<file path="config.mk">
export PLATFORM = sky130hd
export DESIGN_NAME = lsu_flat
export DESIGN_NICKNAME = d
export VERILOG_FILES = /design/src/rtl/lsu_pkg.sv /design/src/rtl/lsu_if.sv /design/src/rtl/lsu_align.sv /design/src/rtl/lsu.sv /design/src/flat_wrapper.sv
export SDC_FILE = /design/constraint.sdc
export NUM_CORES = 1
export LEC_CHECK = 0
export ABC_AREA = 1
export CAP_MARGIN = 15
export CORE_UTILIZATION = 50
export DETAILED_ROUTE_END_ITERATION = 6
export GPL_TIMING_DRIVEN = 0
export HOLD_SLACK_MARGIN = 0.02
export PLACE_DENSITY = 0.77
export SYNTH_ARGS = -nofsm -noshare
export SYNTH_HDL_FRONTEND = slang
export SYNTH_SLANG_ARGS = --single-unit
</file>
<file path="constraint.sdc">
create_clock -name clk -period 3.6 [get_ports clk]
set_input_delay 0.54 -clock clk [delete_from_list [all_inputs] [get_ports clk]]
set_output_delay 0.54 -clock clk [all_outputs]
set_load 0.01 [all_outputs]
</file>
<file path="src/rtl/lsu_pkg.sv">
// Shared definitions for the load/store unit: funct3 encodings, FSM states,
// and the byte-mask helper used for store lane generation.
package lsu_pkg;

    localparam logic [2:0] F3_B  = 3'b000;
    localparam logic [2:0] F3_H  = 3'b001;
    localparam logic [2:0] F3_W  = 3'b010;
    localparam logic [2:0] F3_BU = 3'b100;
    localparam logic [2:0] F3_HU = 3'b101;

    typedef enum logic [2:0] {
        ST_IDLE,
        ST_REQ0,
        ST_RESP0,
        ST_REQ1,
        ST_RESP1,
        ST_DONE
    } lsu_state_t;

    // Unshifted byte mask for an access size (funct3[1:0]).
    function automatic logic [3:0] base_mask(input logic [1:0] size);
        case (size)
            2'b00:   base_mask = 4'b0001;
            2'b01:   base_mask = 4'b0011;
            2'b10:   base_mask = 4'b1111;
            default: base_mask = 4'b0000;
        endcase
    endfunction

endpackage

</file>
<file path="src/rtl/lsu_if.sv">
// Word-organised data memory bus: req/gnt request phase, rvalid response phase.
interface lsu_if #(
    parameter int unsigned DATA_WIDTH = 32,
    parameter int unsigned DM_ADDR_W  = 9
) ();

    logic                  mem_req;
    logic                  mem_gnt;
    logic                  mem_we;
    logic [DM_ADDR_W-1:0]  mem_addr;
    logic [3:0]            mem_be;
    logic [DATA_WIDTH-1:0] mem_wdata;
    logic                  mem_rvalid;
    logic [DATA_WIDTH-1:0] mem_rdata;

    modport master (
        output mem_req, mem_we, mem_addr, mem_be, mem_wdata,
        input  mem_gnt, mem_rvalid, mem_rdata
    );

    modport slave (
        input  mem_req, mem_we, mem_addr, mem_be, mem_wdata,
        output mem_gnt, mem_rvalid, mem_rdata
    );

endinterface

</file>
<file path="src/rtl/lsu_align.sv">
// Combinational lane logic: store mask/data shifting over a two-word window,
// and load byte/half/word extraction with sign or zero extension.
module lsu_align
    import lsu_pkg::*;
#(
    parameter int unsigned DATA_WIDTH = 32
) (
    input  logic [1:0]              st_size_i,
    input  logic [1:0]              st_off_i,
    input  logic [DATA_WIDTH-1:0]   st_wdata_i,
    output logic [7:0]              st_be_c_o,
    output logic [2*DATA_WIDTH-1:0] st_wdata_c_o,
    input  logic [2:0]              ld_funct3_i,
    input  logic [1:0]              ld_off_i,
    input  logic [2*DATA_WIDTH-1:0] ld_rdata_i,
    output logic [DATA_WIDTH-1:0]   ld_data_c_o
);

    localparam int unsigned SH_W = 5;

    logic [SH_W-1:0]       st_sh;
    logic [SH_W-1:0]       ld_sh;
    logic [DATA_WIDTH-1:0] ld_win;

    assign st_sh        = {st_off_i, 3'b000};
    assign st_be_c_o    = 8'(base_mask(st_size_i)) << st_off_i;
    assign st_wdata_c_o = (2*DATA_WIDTH)'(st_wdata_i) << st_sh;

    assign ld_sh  = {ld_off_i, 3'b000};
    assign ld_win = DATA_WIDTH'(ld_rdata_i >> ld_sh);

    // Narrow loads extend from the low lanes of the realigned window.
    always_comb begin
        ld_data_c_o = '0;
        case (ld_funct3_i)
            F3_B:  ld_data_c_o = {{(DATA_WIDTH-8){ld_win[7]}}, ld_win[7:0]};
            F3_H:  ld_data_c_o = {{(DATA_WIDTH-16){ld_win[15]}}, ld_win[15:0]};
            F3_W:  ld_data_c_o = ld_win;
            F3_BU: ld_data_c_o = {{(DATA_WIDTH-8){1'b0}}, ld_win[7:0]};
            F3_HU: ld_data_c_o = {{(DATA_WIDTH-16){1'b0}}, ld_win[15:0]};
            default: ld_data_c_o = '0;
        endcase
    end

endmodule

</file>
<file path="src/rtl/lsu.sv">
// RV32I load/store unit: accepts one EX-stage access, performs one or two
// aligned word transactions on the memory bus, and returns extended load data.
module lsu
    import lsu_pkg::*;
#(
    parameter int unsigned DATA_WIDTH = 32,
    parameter int unsigned DM_ADDR_W  = 9
) (
    input  logic                  clk,
    input  logic                  rst_n,
    input  logic                  in_valid,
    output logic                  in_ready,
    input  logic                  in_load,
    input  logic                  in_store,
    input  logic [2:0]            in_funct3,
    input  logic [DM_ADDR_W-1:0]  in_addr,
    input  logic [DATA_WIDTH-1:0] in_wdata,
    output logic                  out_valid,
    output logic [DATA_WIDTH-1:0] out_rdata,
    output logic                  out_err,
    lsu_if.master                 mem
);

    localparam int unsigned WORD_W = DM_ADDR_W - 2;

    lsu_state_t            state_q, state_d;
    logic                  load_q, load_d;
    logic [2:0]            funct3_q, funct3_d;
    logic [1:0]            off_q, off_d;
    logic [WORD_W-1:0]     word_q, word_d;
    logic                  split_q, split_d;
    logic [3:0]            be1_q, be1_d;
    logic [DATA_WIDTH-1:0] wdata1_q, wdata1_d;
    logic [DATA_WIDTH-1:0] rdata0_q, rdata0_d;
    logic                  mem_we_q, mem_we_d;
    logic [DM_ADDR_W-1:0]  mem_addr_q, mem_addr_d;
    logic [3:0]            mem_be_q, mem_be_d;
    logic [DATA_WIDTH-1:0] mem_wdata_q, mem_wdata_d;
    logic [DATA_WIDTH-1:0] out_rdata_q, out_rdata_d;
    logic                  out_err_q, out_err_d;

    logic                    store_c;
    logic                    illegal_c;
    logic                    misaligned_c;
    logic [7:0]              st_be_c;
    logic [2*DATA_WIDTH-1:0] st_wdata_c;
    logic [2*DATA_WIDTH-1:0] ld_rdata_c;
    logic [DATA_WIDTH-1:0]   ld_data_c;

    // Load wins when both request flags are set.
    assign store_c   = in_store & ~in_load;
    assign illegal_c = (in_funct3 == 3'b011) || (in_funct3[2:1] == 2'b11) ||
                       (store_c && in_funct3[2]);
    assign misaligned_c = ((in_funct3[1:0] == 2'b01) && (in_addr[1:0] == 2'b11)) ||
                          ((in_funct3[1:0] == 2'b10) && (in_addr[1:0] != 2'b00));

    assign ld_rdata_c = (state_q == ST_RESP1) ? {mem.mem_rdata, rdata0_q}
                                              : {{DATA_WIDTH{1'b0}}, mem.mem_rdata};

    lsu_align #(
        .DATA_WIDTH (DATA_WIDTH)
    ) u_align (
        .st_size_i    (in_funct3[1:0]),
        .st_off_i     (in_addr[1:0]),
        .st_wdata_i   (in_wdata),
        .st_be_c_o    (st_be_c),
        .st_wdata_c_o (st_wdata_c),
        .ld_funct3_i  (funct3_q),
        .ld_off_i     (off_q),
        .ld_rdata_i   (ld_rdata_c),
        .ld_data_c_o  (ld_data_c)
    );

    // Next-state and register-update logic.
    always_comb begin
        state_d     = state_q;
        load_d      = load_q;
        funct3_d    = funct3_q;
        off_d       = off_q;
        word_d      = word_q;
        split_d     = split_q;
        be1_d       = be1_q;
        wdata1_d    = wdata1_q;
        rdata0_d    = rdata0_q;
        mem_we_d    = mem_we_q;
        mem_addr_d  = mem_addr_q;
        mem_be_d    = mem_be_q;
        mem_wdata_d = mem_wdata_q;
        out_rdata_d = out_rdata_q;
        out_err_d   = out_err_q;

        case (state_q)
            ST_IDLE: begin
                if (in_valid && (in_load || in_store)) begin
                    load_d   = in_load;
                    funct3_d = in_funct3;
                    off_d    = in_addr[1:0];
                    word_d   = in_addr[DM_ADDR_W-1:2];
                    split_d  = in_load ? misaligned_c : (|st_be_c[7:4]);
                    if (illegal_c) begin
                        state_d     = ST_DONE;
                        out_err_d   = 1'b1;
                        out_rdata_d = '0;
                    end else begin
                        state_d     = ST_REQ0;
                        mem_addr_d  = {in_addr[DM_ADDR_W-1:2], 2'b00};
                        mem_we_d    = store_c;
                        mem_be_d    = in_load ? 4'b1111 : st_be_c[3:0];
                        mem_wdata_d = in_load ? '0 : st_wdata_c[DATA_WIDTH-1:0];
                        be1_d       = st_be_c[7:4];
                        wdata1_d    = st_wdata_c[2*DATA_WIDTH-1:DATA_WIDTH];
                    end
                end
            end
            ST_REQ0: begin
                if (mem.mem_gnt) state_d = ST_RESP0;
            end
            ST_RESP0: begin
                if (mem.mem_rvalid) begin
                    rdata0_d = mem.mem_rdata;
                    if (split_q) begin
                        state_d     = ST_REQ1;
                        mem_addr_d  = {word_q + WORD_W'(1), 2'b00};
                        mem_be_d    = load_q ? 4'b1111 : be1_q;
                        mem_wdata_d = load_q ? '0 : wdata1_q;
                    end else begin
                        state_d     = ST_DONE;
                        out_err_d   = 1'b0;
                        out_rdata_d = load_q ? ld_data_c : '0;
                    end
                end
            end
            ST_REQ1: begin
                if (mem.mem_gnt) state_d = ST_RESP1;
            end
            ST_RESP1: begin
                if (mem.mem_rvalid) begin
                    state_d     = ST_DONE;
                    out_err_d   = 1'b0;
                    out_rdata_d = load_q ? ld_data_c : '0;
                end
            end
            ST_DONE: state_d = ST_IDLE;
            default: state_d = ST_IDLE;
        endcase
    end

    always_ff @(posedge clk or negedge rst_n) begin
        if (!rst_n) begin
            state_q     <= ST_IDLE;
            load_q      <= 1'b0;
            funct3_q    <= '0;
            off_q       <= '0;
            word_q      <= '0;
            split_q     <= 1'b0;
            be1_q       <= '0;
            wdata1_q    <= '0;
            rdata0_q    <= '0;
            mem_we_q    <= 1'b0;
            mem_addr_q  <= '0;
            mem_be_q    <= '0;
            mem_wdata_q <= '0;
            out_rdata_q <= '0;
            out_err_q   <= 1'b0;
        end else begin
            state_q     <= state_d;
            load_q      <= load_d;
            funct3_q    <= funct3_d;
            off_q       <= off_d;
            word_q      <= word_d;
            split_q     <= split_d;
            be1_q       <= be1_d;
            wdata1_q    <= wdata1_d;
            rdata0_q    <= rdata0_d;
            mem_we_q    <= mem_we_d;
            mem_addr_q  <= mem_addr_d;
            mem_be_q    <= mem_be_d;
            mem_wdata_q <= mem_wdata_d;
            out_rdata_q <= out_rdata_d;
            out_err_q   <= out_err_d;
        end
    end

    assign in_ready      = (state_q == ST_IDLE);
    assign out_valid     = (state_q == ST_DONE);
    assign out_rdata     = out_rdata_q;
    assign out_err       = out_err_q;
    assign mem.mem_req   = (state_q == ST_REQ0) || (state_q == ST_REQ1);
    assign mem.mem_we    = mem_we_q;
    assign mem.mem_addr  = mem_addr_q;
    assign mem.mem_be    = mem_be_q;
    assign mem.mem_wdata = mem_wdata_q;

endmodule

</file>
<file path="src/flat_wrapper.sv">
// flat-port wrapper written by rule: the top's interface ports become plain ports
module lsu_flat import lsu_pkg::*;
#(
    parameter int unsigned DATA_WIDTH = 32,
    parameter int unsigned DM_ADDR_W  = 9
)
  (clk, rst_n, in_valid, in_ready, in_load, in_store, in_funct3, in_addr, in_wdata, out_valid, out_rdata, out_err, mem_mem_req, mem_mem_we, mem_mem_addr, mem_mem_be, mem_mem_wdata, mem_mem_gnt, mem_mem_rvalid, mem_mem_rdata);
  lsu_if #(.DATA_WIDTH(DATA_WIDTH), .DM_ADDR_W(DM_ADDR_W)) mem_i ();
  input  logic clk;
  input  logic rst_n;
  input  logic in_valid;
  output logic in_ready;
  input  logic in_load;
  input  logic in_store;
  input  logic [2:0] in_funct3;
  input  logic [DM_ADDR_W-1:0] in_addr;
  input  logic [DATA_WIDTH-1:0] in_wdata;
  output logic out_valid;
  output logic [DATA_WIDTH-1:0] out_rdata;
  output logic out_err;
  output wire logic [$bits(mem_i.mem_req)-1:0] mem_mem_req;
  output wire logic [$bits(mem_i.mem_we)-1:0] mem_mem_we;
  output wire logic [$bits(mem_i.mem_addr)-1:0] mem_mem_addr;
  output wire logic [$bits(mem_i.mem_be)-1:0] mem_mem_be;
  output wire logic [$bits(mem_i.mem_wdata)-1:0] mem_mem_wdata;
  input wire logic [$bits(mem_i.mem_gnt)-1:0] mem_mem_gnt;
  input wire logic [$bits(mem_i.mem_rvalid)-1:0] mem_mem_rvalid;
  input wire logic [$bits(mem_i.mem_rdata)-1:0] mem_mem_rdata;
  assign mem_mem_req = mem_i.mem_req;
  assign mem_mem_we = mem_i.mem_we;
  assign mem_mem_addr = mem_i.mem_addr;
  assign mem_mem_be = mem_i.mem_be;
  assign mem_mem_wdata = mem_i.mem_wdata;
  assign mem_i.mem_gnt = mem_mem_gnt;
  assign mem_i.mem_rvalid = mem_mem_rvalid;
  assign mem_i.mem_rdata = mem_mem_rdata;
  lsu #(.DATA_WIDTH(DATA_WIDTH), .DM_ADDR_W(DM_ADDR_W)) u_core (.clk(clk), .rst_n(rst_n), .in_valid(in_valid), .in_ready(in_ready), .in_load(in_load), .in_store(in_store), .in_funct3(in_funct3), .in_addr(in_addr), .in_wdata(in_wdata), .out_valid(out_valid), .out_rdata(out_rdata), .out_err(out_err), .mem(mem_i));
endmodule
</file>
==> results.cfg, run 1 <==
[clock_network]
post-cts-setup-buffer-count = 0
cts-buffers-inserted = 17
clkTransAtPathRegs_ns = 0.07
clock_path_buffers = 2
cts_sinks = 153
root_buffer = clkbuf_16
ctsResizeCount = 0
clk-insertion-delay-late_ns = 0.44
tritoncts = built
cts_max_level = 4
cts_hold_buf = 0

[timing]
grt_setup_unrepaired = no
slew_violations = 0
post-route-period-util = 0.713
finalHoldViolations = 0
setup_viol = 0
slew-limit-headroom = 0.527
tightest_slew_ns = 0.704
fmax_mhz = 389
holdWs_ns = 0.0956
skew_ns = 0.0111
post-route-min-period_ns = 2.57
setup_tns_ns = 0

[cells_and_area]
nFillCells = 1489
nets = 1498
area_delta_synth_final_pct = 28.5
final_util = 0.667
drive_gt1_frac = 0.0604
diodes = 0
fin_cells = 1644

[yosys]
synth-seq-cells = 153
syn-cell-area_sq_um = 8700
ys_types = 38
netlist_instances = 1229
yosysSeqAreaShare = 0.440
synth-edff-count = 0
synth_area_leaders = dfrtp_1, nand2_1, nand3_1
async_reset_ff_frac = 1.00
synth.avg_cell_area_sq_um = 7.08
yosysMostFrequentCell = nand2_1
ys.flop_type = dfrtp_1
yosys.area.top_type = dfrtp_1
synth_commonest_cells = nand2_1, nand3_1, dfrtp_1, o21ai_0, inv_1
ys_warn_count = 0
synth_top_area_frac = 0.440

[placed_design]
io_buffers = 161
gp_congestion = 0.982
dp.cells = 1612
hpwl_um = 23000

[power_and_ir_drop]
ir_drop_v = 0.000552
power.leakage_nw = 5.44
power_density_nw_per_um2 = 807

[status]
outcome = finished clean

[route]
initialDrtViolationCount = 959
postRouteAntennaNets = 0
via_per_inst = 5.71
wl_um = 30500
detail_route.wl_per_cell_um = 18.5
vias = 9394
dr.pass1.iters = 6
route.detailed.drc = 0

[die]
core_sq_um = 16800
placementRows = 47
pin_count = 165
die-height_um = 134
die_area_sq_um = 17900
die_w_um = 134
start_util = 0.519

[critical_path]
end_kind = primary output
r2r_slack_ns = 1.15
crit_type = reg2out
cp_max_fo = 10
r2r-start = u_core.state_q[0]
r2r_cells = 8
timing.rr.end = u_core.mem.mem_wdata[7]
cp_data_required_time_ns = 3.06
crit_path_start_kind = register
cp.arrival_ns = 2.03

[global_route]
overflow = 0
track_usage = 0.352
grt_max_degree = 84
antenna_found_initial = 0
grt_pass1_vias = 9038
grt_pass1_wl_um = 48400

[flow_run]
maxCapViolations = 0

[hold_path]
hold_class = in2async
==> worst max-delay path: stages (launching register included) <==
cell	delay, ns
dfrtp_1	0.48
buf_2	0.24
nor2_1	0.14
nand2_1	0.11
nand2_1	0.09
clkdlybuf4s50_1	0.54
==> cell families (layout without fill, tap and decap cells) <==
group	count (synthesis)	in the layout	share of synthesized area
AOI/OAI and AO/OA	214	214	0.130
muxes	8	8	0.00920
buffers and inverters	190	384	0.0903
xor gates and xnor gates	4	4	0.00403
adders and majority gates	4	4	0.00575
other	1	2	0.000431
DFF	153	153	0.440
and+or+nand+nor	655	655	0.321
==> through the flow <==
step	setup WS (ns)	power [W]	instance area, sq um
after floorplan	1.81	0.00547	8710
after global placement	-4.27	0.00714	10600
after detailed placement	0.787	0.00721	10600
after CTS	1.03	0.00898	11200
after global routing	0.932	0.00965	11200
final	1.03	0.00903	11200
==> power by group <==
group	internal (W)	leakage [nW]	total [W]	switching, W
Sequential	0.00240	1.98	0.00279	0.000388
Combinational	0.00168	3.19	0.00451	0.00283
Clock	0.000912	0.274	0.00173	0.000821
Total	0.00499	5.44	0.00903	0.00404
==> metal layers <==
layer / share of wire / global-route usage / up-vias
li1: - / - / 4376
met1: 0.44 / 0.499 / 4440
met2: 0.44 / 0.528 / 496
met3: 0.092 / 0.0760 / 82
met4: 0.029 / 0.130 / 0
met5: 0 / 0 / -
==> sequential cells by signal, summed over array words and instances (netlist names), 4 cells and up <==
register              cells
u_core.rdata0_q          32
u_core.mem.mem_addr       7
u_core.out_rdata         32
u_core.mem.mem_be         4
u_core.mem.mem_wdata     32
u_core.word_q             7
u_core.wdata1_q          24
==> cells in the final DEF, fill, tap and decap left out, types with 8 or more instances in the layout <==
master / netlist / final
nand2_1: 432 / 432
nand3_1: 165 / 165
clkdlybuf4s50_1: 0 / 160
dfrtp_1: 153 / 153
o21ai_0: 135 / 135
inv_1: 99 / 99
clkbuf_1: 40 / 41
a21oi_1: 31 / 31
buf_2: 25 / 25
nor2_1: 19 / 19
o21ai_1: 19 / 19
clkbuf_16: 0 / 17
nand4_1: 11 / 11
o22ai_1: 9 / 9
nor3_1: 8 / 8
o211ai_1: 8 / 8
mux2i_1: 8 / 8
a31oi_1: 8 / 8
==> layout make-up <==
| type | instances | area (sq um) | share of cell area |
|---|---|---|---|
| tap | 220 | 275 | 0.0246 |
| inverter | 110 | 413 | 0.0369 |
| timing repair buffer | 162 | 1640 | 0.147 |
| clock buffer | 18 | 429 | 0.0384 |
| clock inverter | 14 | 133 | 0.0119 |
| multi-input combinational | 887 | 4090 | 0.366 |
| buffer | 80 | 373 | 0.0333 |
| sequential | 153 | 3830 | 0.342 |
==> how the worst max path moves through the flow <==
stage	startpoint	endpoint	slack, ns	cells after the start
finish	u_core.state_q[2]	mem_mem_req	1.03	5
global route	u_core.state_q[2]	mem_mem_req	0.93	5
CTS	u_core.state_q[2]	mem_mem_req	1.03	5
detailed placement	in_funct3[1]	u_core.mem.mem_wdata[30]	0.79	9
global placement	rst_n	u_core.mem.mem_wdata[16]	-4.27	1
floorplan	in_funct3[0]	u_core.mem.mem_wdata[29]	1.81	8
Note: power is estimated with default switching activity, not from simulation.
==> inputs of run 2 (changes only) <==
--- a/config.mk
+++ b/config.mk
@@ -7,7 +7,7 @@
 export LEC_CHECK = 0
 export ABC_AREA = 1
 export CAP_MARGIN = 15
-export CORE_UTILIZATION = 50
+export CORE_UTILIZATION = 48
 export DETAILED_ROUTE_END_ITERATION = 6
 export GPL_TIMING_DRIVEN = 0
 export HOLD_SLACK_MARGIN = 0.02
==> constraint.sdc (replaced) <==
create_clock -name clk -period 2.08 [get_ports clk]
set_input_delay 0.312 -clock clk [delete_from_list [all_inputs] [get_ports clk]]
set_output_delay 0.312 -clock clk [all_outputs]
set_load 0.01 [all_outputs]
==> results.cfg, run 2 (synthesis results as in run 1) <==
[critical_path]
r2r_cells = 8
cp_data_required_time_ns = 2.38
end_kind = register
worst-path-buf-inv = 3
cp_top_family = buffers and inverters
cp.arrival_ns = 2.32
crit_cells = 8
slowest_stage = dfrtp_2
crit_path_max_incr_delay_ns = 0.46
crit_type = reg2reg
crit_path_start_kind = register
cp_max_fo = 10
path_cells = nor3_4 > inv_2 > nand2_1 > clkbuf_4 > buf_4 > a21oi_1 > o21ai_0 > o21ai_1

[timing]
fmax_mhz = 496
setup_viol = 0
skew_ns = 0.0106
slew_violations = 0
tightest_slew_ns = 0.831
grt_setup_unrepaired = yes
layout_setup_ws_ns = 0.0636
finalHoldViolations = 0
slew-limit-headroom = 0.446
post-route-min-period_ns = 2.02
post-route-period-util = 0.969
setup_tns_ns = 0

[cells_and_area]
diodes = 0
seq_area_sq_um = 3830
drive_gt1_frac = 0.0810
final_util = 0.655
fin_cells = 1657
multi_input_area_sq_um = 4170
nets = 1506
nFillCells = 1524
layout_common_cells = nand2_1, nand3_1, clkdlybuf4s50_1
postLayoutCellArea_sq_um = 11400
area_delta_synth_final_pct = 31.4
final_common_cell = nand2_1

[global_route]
track_usage = 0.336
antenna_found_initial = 0
grt_pass1_wl_um = 47000
grt_pass1_vias = 8646
grt_max_degree = 90
overflow = 0

[clock_network]
cts_max_level = 4
root_buffer = clkbuf_16
clock_path_buffers = 2
cts_sinks = 153
tritoncts = built
cts-buffers-inserted = 17
clk-insertion-delay-late_ns = 0.44
clkTransAtPathRegs_ns = 0.07

[hold_path]
hold_class = in2reg
whs_path_depth = 3

[route]
postRouteAntennaNets = 0
route.detailed.drc = 1
initialDrtViolationCount = 1145
dr.pass1.iters = 7
detail_route.wl_per_cell_um = 18.4
via_per_inst = 5.68
vias = 9416
wl_um = 30600

[power_and_ir_drop]
p_int_w = 0.00914
pwr-share-comb = 0.495
p_switching_w = 0.00706
power_density_nw_per_um2 = 1420
pwr-share-seq = 0.299
power_frac_clock = 0.206
p_sw_frac = 0.436
ir_drop_v = 0.000880
power.leakage_nw = 5.57

[placed_design]
gp_congestion = 0.959
placed_cell_area_sq_um = 10600
dp_slack_ns = -0.418
io_buffers = 161
dp.cells = 1617
hpwl_um = 22700

[die]
die_area_sq_um = 18700
pin_count = 165
placementRows = 48
core_sq_um = 17500
die_w_um = 137
start_util = 0.498
die-height_um = 137

[status]
violations = design-rule violations
outcome = complete, but fails checks

[flow_run]
maxCapViolations = 0
-- run 2: cell count changes in the layout (fill, tap and decap cells not counted), moves of 5 or more --
cell / delta
clkbuf_1: -6
clkbuf_2: +7
buf_4: +8
buf_2: -9
clkbuf_4: +6
o21ai_0: -5
-- run 2: tightest hold or removal path: cells and delay by family --
kind | cells | cell delay, ns
buf+inv | 1 | 0.41
simple gates | 2 | 0.13
-- run 2: routing by layer --
metal | track usage | wire length, um
met3 | 0.0663 | 3060
met2 | 0.509 | 13700
met1 | 0.483 | 13100
met5 | 0 | 0
met4 | 0.102 | 740
-- run 2: path summary, 6_finish.rpt --
path / startpoint / to / slack (ns)
setup reg to reg: u_core.state_q[0] / u_core.mem.mem_wdata[28] / 0.06
min in group asynchronous: rst_n / u_core.rdata0_q[9] / 0.52
hold / removal: in_addr[3] / u_core.word_q[1] / 0.45
setup / recovery: u_core.state_q[0] / u_core.mem.mem_wdata[28] / 0.06
hold reg to reg: u_core.mem.mem_wdata[16] / u_core.mem.mem_wdata[16] / 0.48
max in group asynchronous: rst_n / u_core.wdata1_q[15] / 0.73
-- run 2: area by class of cell --
class / count / share of cell area
inverter: 110 / 0.0372
tap: 225 / 0.0246
buffer: 80 / 0.0360
multi-input combinational: 887 / 0.364
sequential: 153 / 0.335
clock inverter: 14 / 0.0162
clock buffer: 18 / 0.0384
timing repair buffer: 170 / 0.149
-- run 2: what timing repair did --
item	CTS	global route
endpoints found under the setup margin	59	94
buffers inserted	4	3
resized for setup	11	43
hold buffers	1	0
pin swaps	0	2
hold endpoints to repair	88	0
-- run 2: power groups by stage --
| stage | Combinational [W] | Sequential (W) | Clock (W) |
|---|---|---|---|
| global placement | 0.00748 | 0.00484 | 0 |
| floorplan | 0.00456 | 0.00491 | 0 |
| detailed placement | 0.00760 | 0.00484 | 0 |
| CTS | 0.00772 | 0.00482 | 0.00335 |
| finish | 0.00802 | 0.00484 | 0.00334 |
| global route | 0.00882 | 0.00495 | 0.00349 |
-- run 2: per-stage QoR --
stage | hold slack, ns | total power (W)
4_1_cts | 0.445 | 0.0159
3_3_place_gp | 0.458 | 0.0123
3_5_place_dp | 0.449 | 0.0124
6_report | 0.454 | 0.0162
5_1_grt | 0.475 | 0.0173
2_1_floorplan | 0.0164 | 0.00946
==> inputs of run 3 (changes only) <==
--- a/config.mk
+++ b/config.mk
@@ -11,7 +11,7 @@
 export DETAILED_ROUTE_END_ITERATION = 6
 export GPL_TIMING_DRIVEN = 0
 export HOLD_SLACK_MARGIN = 0.02
-export PLACE_DENSITY = 0.77
+export PLACE_DENSITY = 0.87
 export SYNTH_ARGS = -nofsm -noshare
 export SYNTH_HDL_FRONTEND = slang
 export SYNTH_SLANG_ARGS = --single-unit
==> results.cfg, run 3 (synthesis results as in run 1) <==
[global_route]
grt_use_met2 = 0.528
grt_max_degree = 100
antenna_found_initial = 0
track_usage = 0.340
use_met3 = 0.0985
grt_use_met1 = 0.444
grt_pass1_vias = 9078
overflow = 0
grt-busiest-layer = met2
grt_pass1_wl_um = 47600

[power_and_ir_drop]
p_switching_w = 0.00713
power_frac_clock = 0.202
power_density_nw_per_um2 = 1420
pwr-share-seq = 0.300
power_w = 0.0161
pwr-share-comb = 0.498
p_sw_frac = 0.442
ir_drop_v = 0.00100
p_int_w = 0.00900
power.leakage_nw = 5.54

[timing]
layout_setup_ws_ns = 0.0573
setup_viol = 0
tightest_slew_ns = 0.634
slew_violations = 0
post-route-min-period_ns = 2.02
slew-limit-headroom = 0.577
fmax_mhz = 494
finalHoldViolations = 0
post-route-period-util = 0.972
skew_ns = 0.0115
grt_setup_unrepaired = yes

[placed_design]
placed_cell_area_sq_um = 10600
io_buffers = 161
dp_slack_ns = -0.494
dp.cells = 1617
hpwl_um = 22400
gp_congestion = 0.946

[route]
initialDrtViolationCount = 1031
dr.pass1.iters = 7
detail_route.wl_per_cell_um = 18.5
postRouteAntennaNets = 0
route.detailed.drc = 5
vias = 9570
wl_um = 30700
via_per_inst = 5.77

[clock_network]
root_buffer = clkbuf_16
clk-insertion-delay-late_ns = 0.45
clkTransAtPathRegs_ns = 0.07
cts_sinks = 153
cts_max_level = 4
tritoncts = built
cts-buffers-inserted = 17
clock_path_buffers = 2

[die]
pin_count = 165
core_sq_um = 17500
die_area_sq_um = 18700
die_w_um = 137
start_util = 0.498
placementRows = 48
die-height_um = 137

[cells_and_area]
drive_gt1_frac = 0.0768
nets = 1507
layout_common_cells = nand2_1, nand3_1, clkdlybuf4s50_1
diodes = 0
nFillCells = 1545
final_util = 0.652
fin_cells = 1658
area_delta_synth_final_pct = 30.9
postLayoutCellArea_sq_um = 11400
final_common_cell = nand2_1

[critical_path]
end_kind = register
crit_type = reg2reg
crit_path_start_kind = register
cp_max_fo = 10
cp_data_required_time_ns = 2.47
cp.arrival_ns = 2.41

[status]
outcome = complete, but fails checks
violations = design-rule violations

[flow_run]
maxCapViolations = 0

[hold_path]
hold_class = in2async
## run 3: cell types whose count changed in the layout (fill, tap and decap cells not counted), moves of 2 or more
| cell | before | now |
|---|---|---|
| clkbuf_2 | 7 | 4 |
| buf_2 | 16 | 18 |
| clkbuf_1 | 35 | 37 |
| clkinv_4 | 2 | 0 |
| dlygate4sd2_1 | 3 | 1 |
| inv_8 | 2 | 4 |
| o21ai_1 | 21 | 23 |
| o21ai_2 | 4 | 2 |
## run 3: routing by layer
layer / up-vias / part of all wire
met3: 95 / 0.10
li1: 4391 / -
met2: 579 / 0.46
met1: 4503 / 0.41
met5: - / 0.0012
met4: 2 / 0.032
## run 3: area by class of cell
cell class / instances / area (sq um) / area share
multi-input cells: 887 / 4150 / 0.364
flip-flops and latches: 153 / 3830 / 0.336
repair buffers: 172 / 1720 / 0.151
clock buffers: 17 / 425 / 0.0374
inverters: 110 / 417 / 0.0366
plain buffers: 79 / 388 / 0.0341
well taps: 225 / 282 / 0.0247
clock inverters: 15 / 179 / 0.0157
## run 3: repair_timing
item / CTS / global route
hold endpoints to repair: 54 / 0
pin swaps: 1 / 3
buffers inserted: 2 / 7
resized for setup: 9 / 29
setup endpoints to repair: 63 / 103
hold buffers: 1 / 0
## run 3: critical path: stages, from the launching register on
cell,delay [ns]
dfrtp_2,0.44
buf_4,0.16
nor3_4,0.18
inv_2,0.14
nor2_1,0.17
inv_1,0.19
clkbuf_2,0.24
o21ai_0,0.28
nand2_1,0.10
nand2_1,0.07
## run 3: per-stage QoR
| step | setup TNS (ns) | hold slack, ns |
|---|---|---|
| 2_1_floorplan | 0 | 0.0164 |
| 3_3_place_gp | -869.38 | 0.456 |
| 3_5_place_dp | -40.17 | 0.304 |
| 4_1_cts | 0 | 0.403 |
| 5_1_grt | -0.0883 | 0.433 |
| 6_report | 0 | 0.392 |
## run 3: worst paths after layout
kind	start	to	slack, ns	depth (start not counted)
min in group clk	in_addr[0]	u_core.split_q	0.41	6
worst min register to register	u_core.mem.mem_wdata[8]	u_core.mem.mem_wdata[8]	0.47	2
worst max-delay path	u_core.state_q[0]	u_core.mem.mem_wdata[23]	0.06	9
max in group asynchronous	rst_n	u_core.wdata1_q[0]	0.82	3
worst max register to register	u_core.state_q[0]	u_core.mem.mem_wdata[23]	0.06	9
worst min-delay path	rst_n	u_core.rdata0_q[10]	0.39	2
## run 3: power by group through the flow
stage / clock, W / combinational (W) / sequential, W
3_3_place_gp: 0 / 0.00745 / 0.00483
6_report: 0.00326 / 0.00803 / 0.00484
3_5_place_dp: 0 / 0.00760 / 0.00485
5_1_grt: 0.00339 / 0.00883 / 0.00495
4_1_cts: 0.00326 / 0.00771 / 0.00483
2_1_floorplan: 0 / 0.00456 / 0.00491
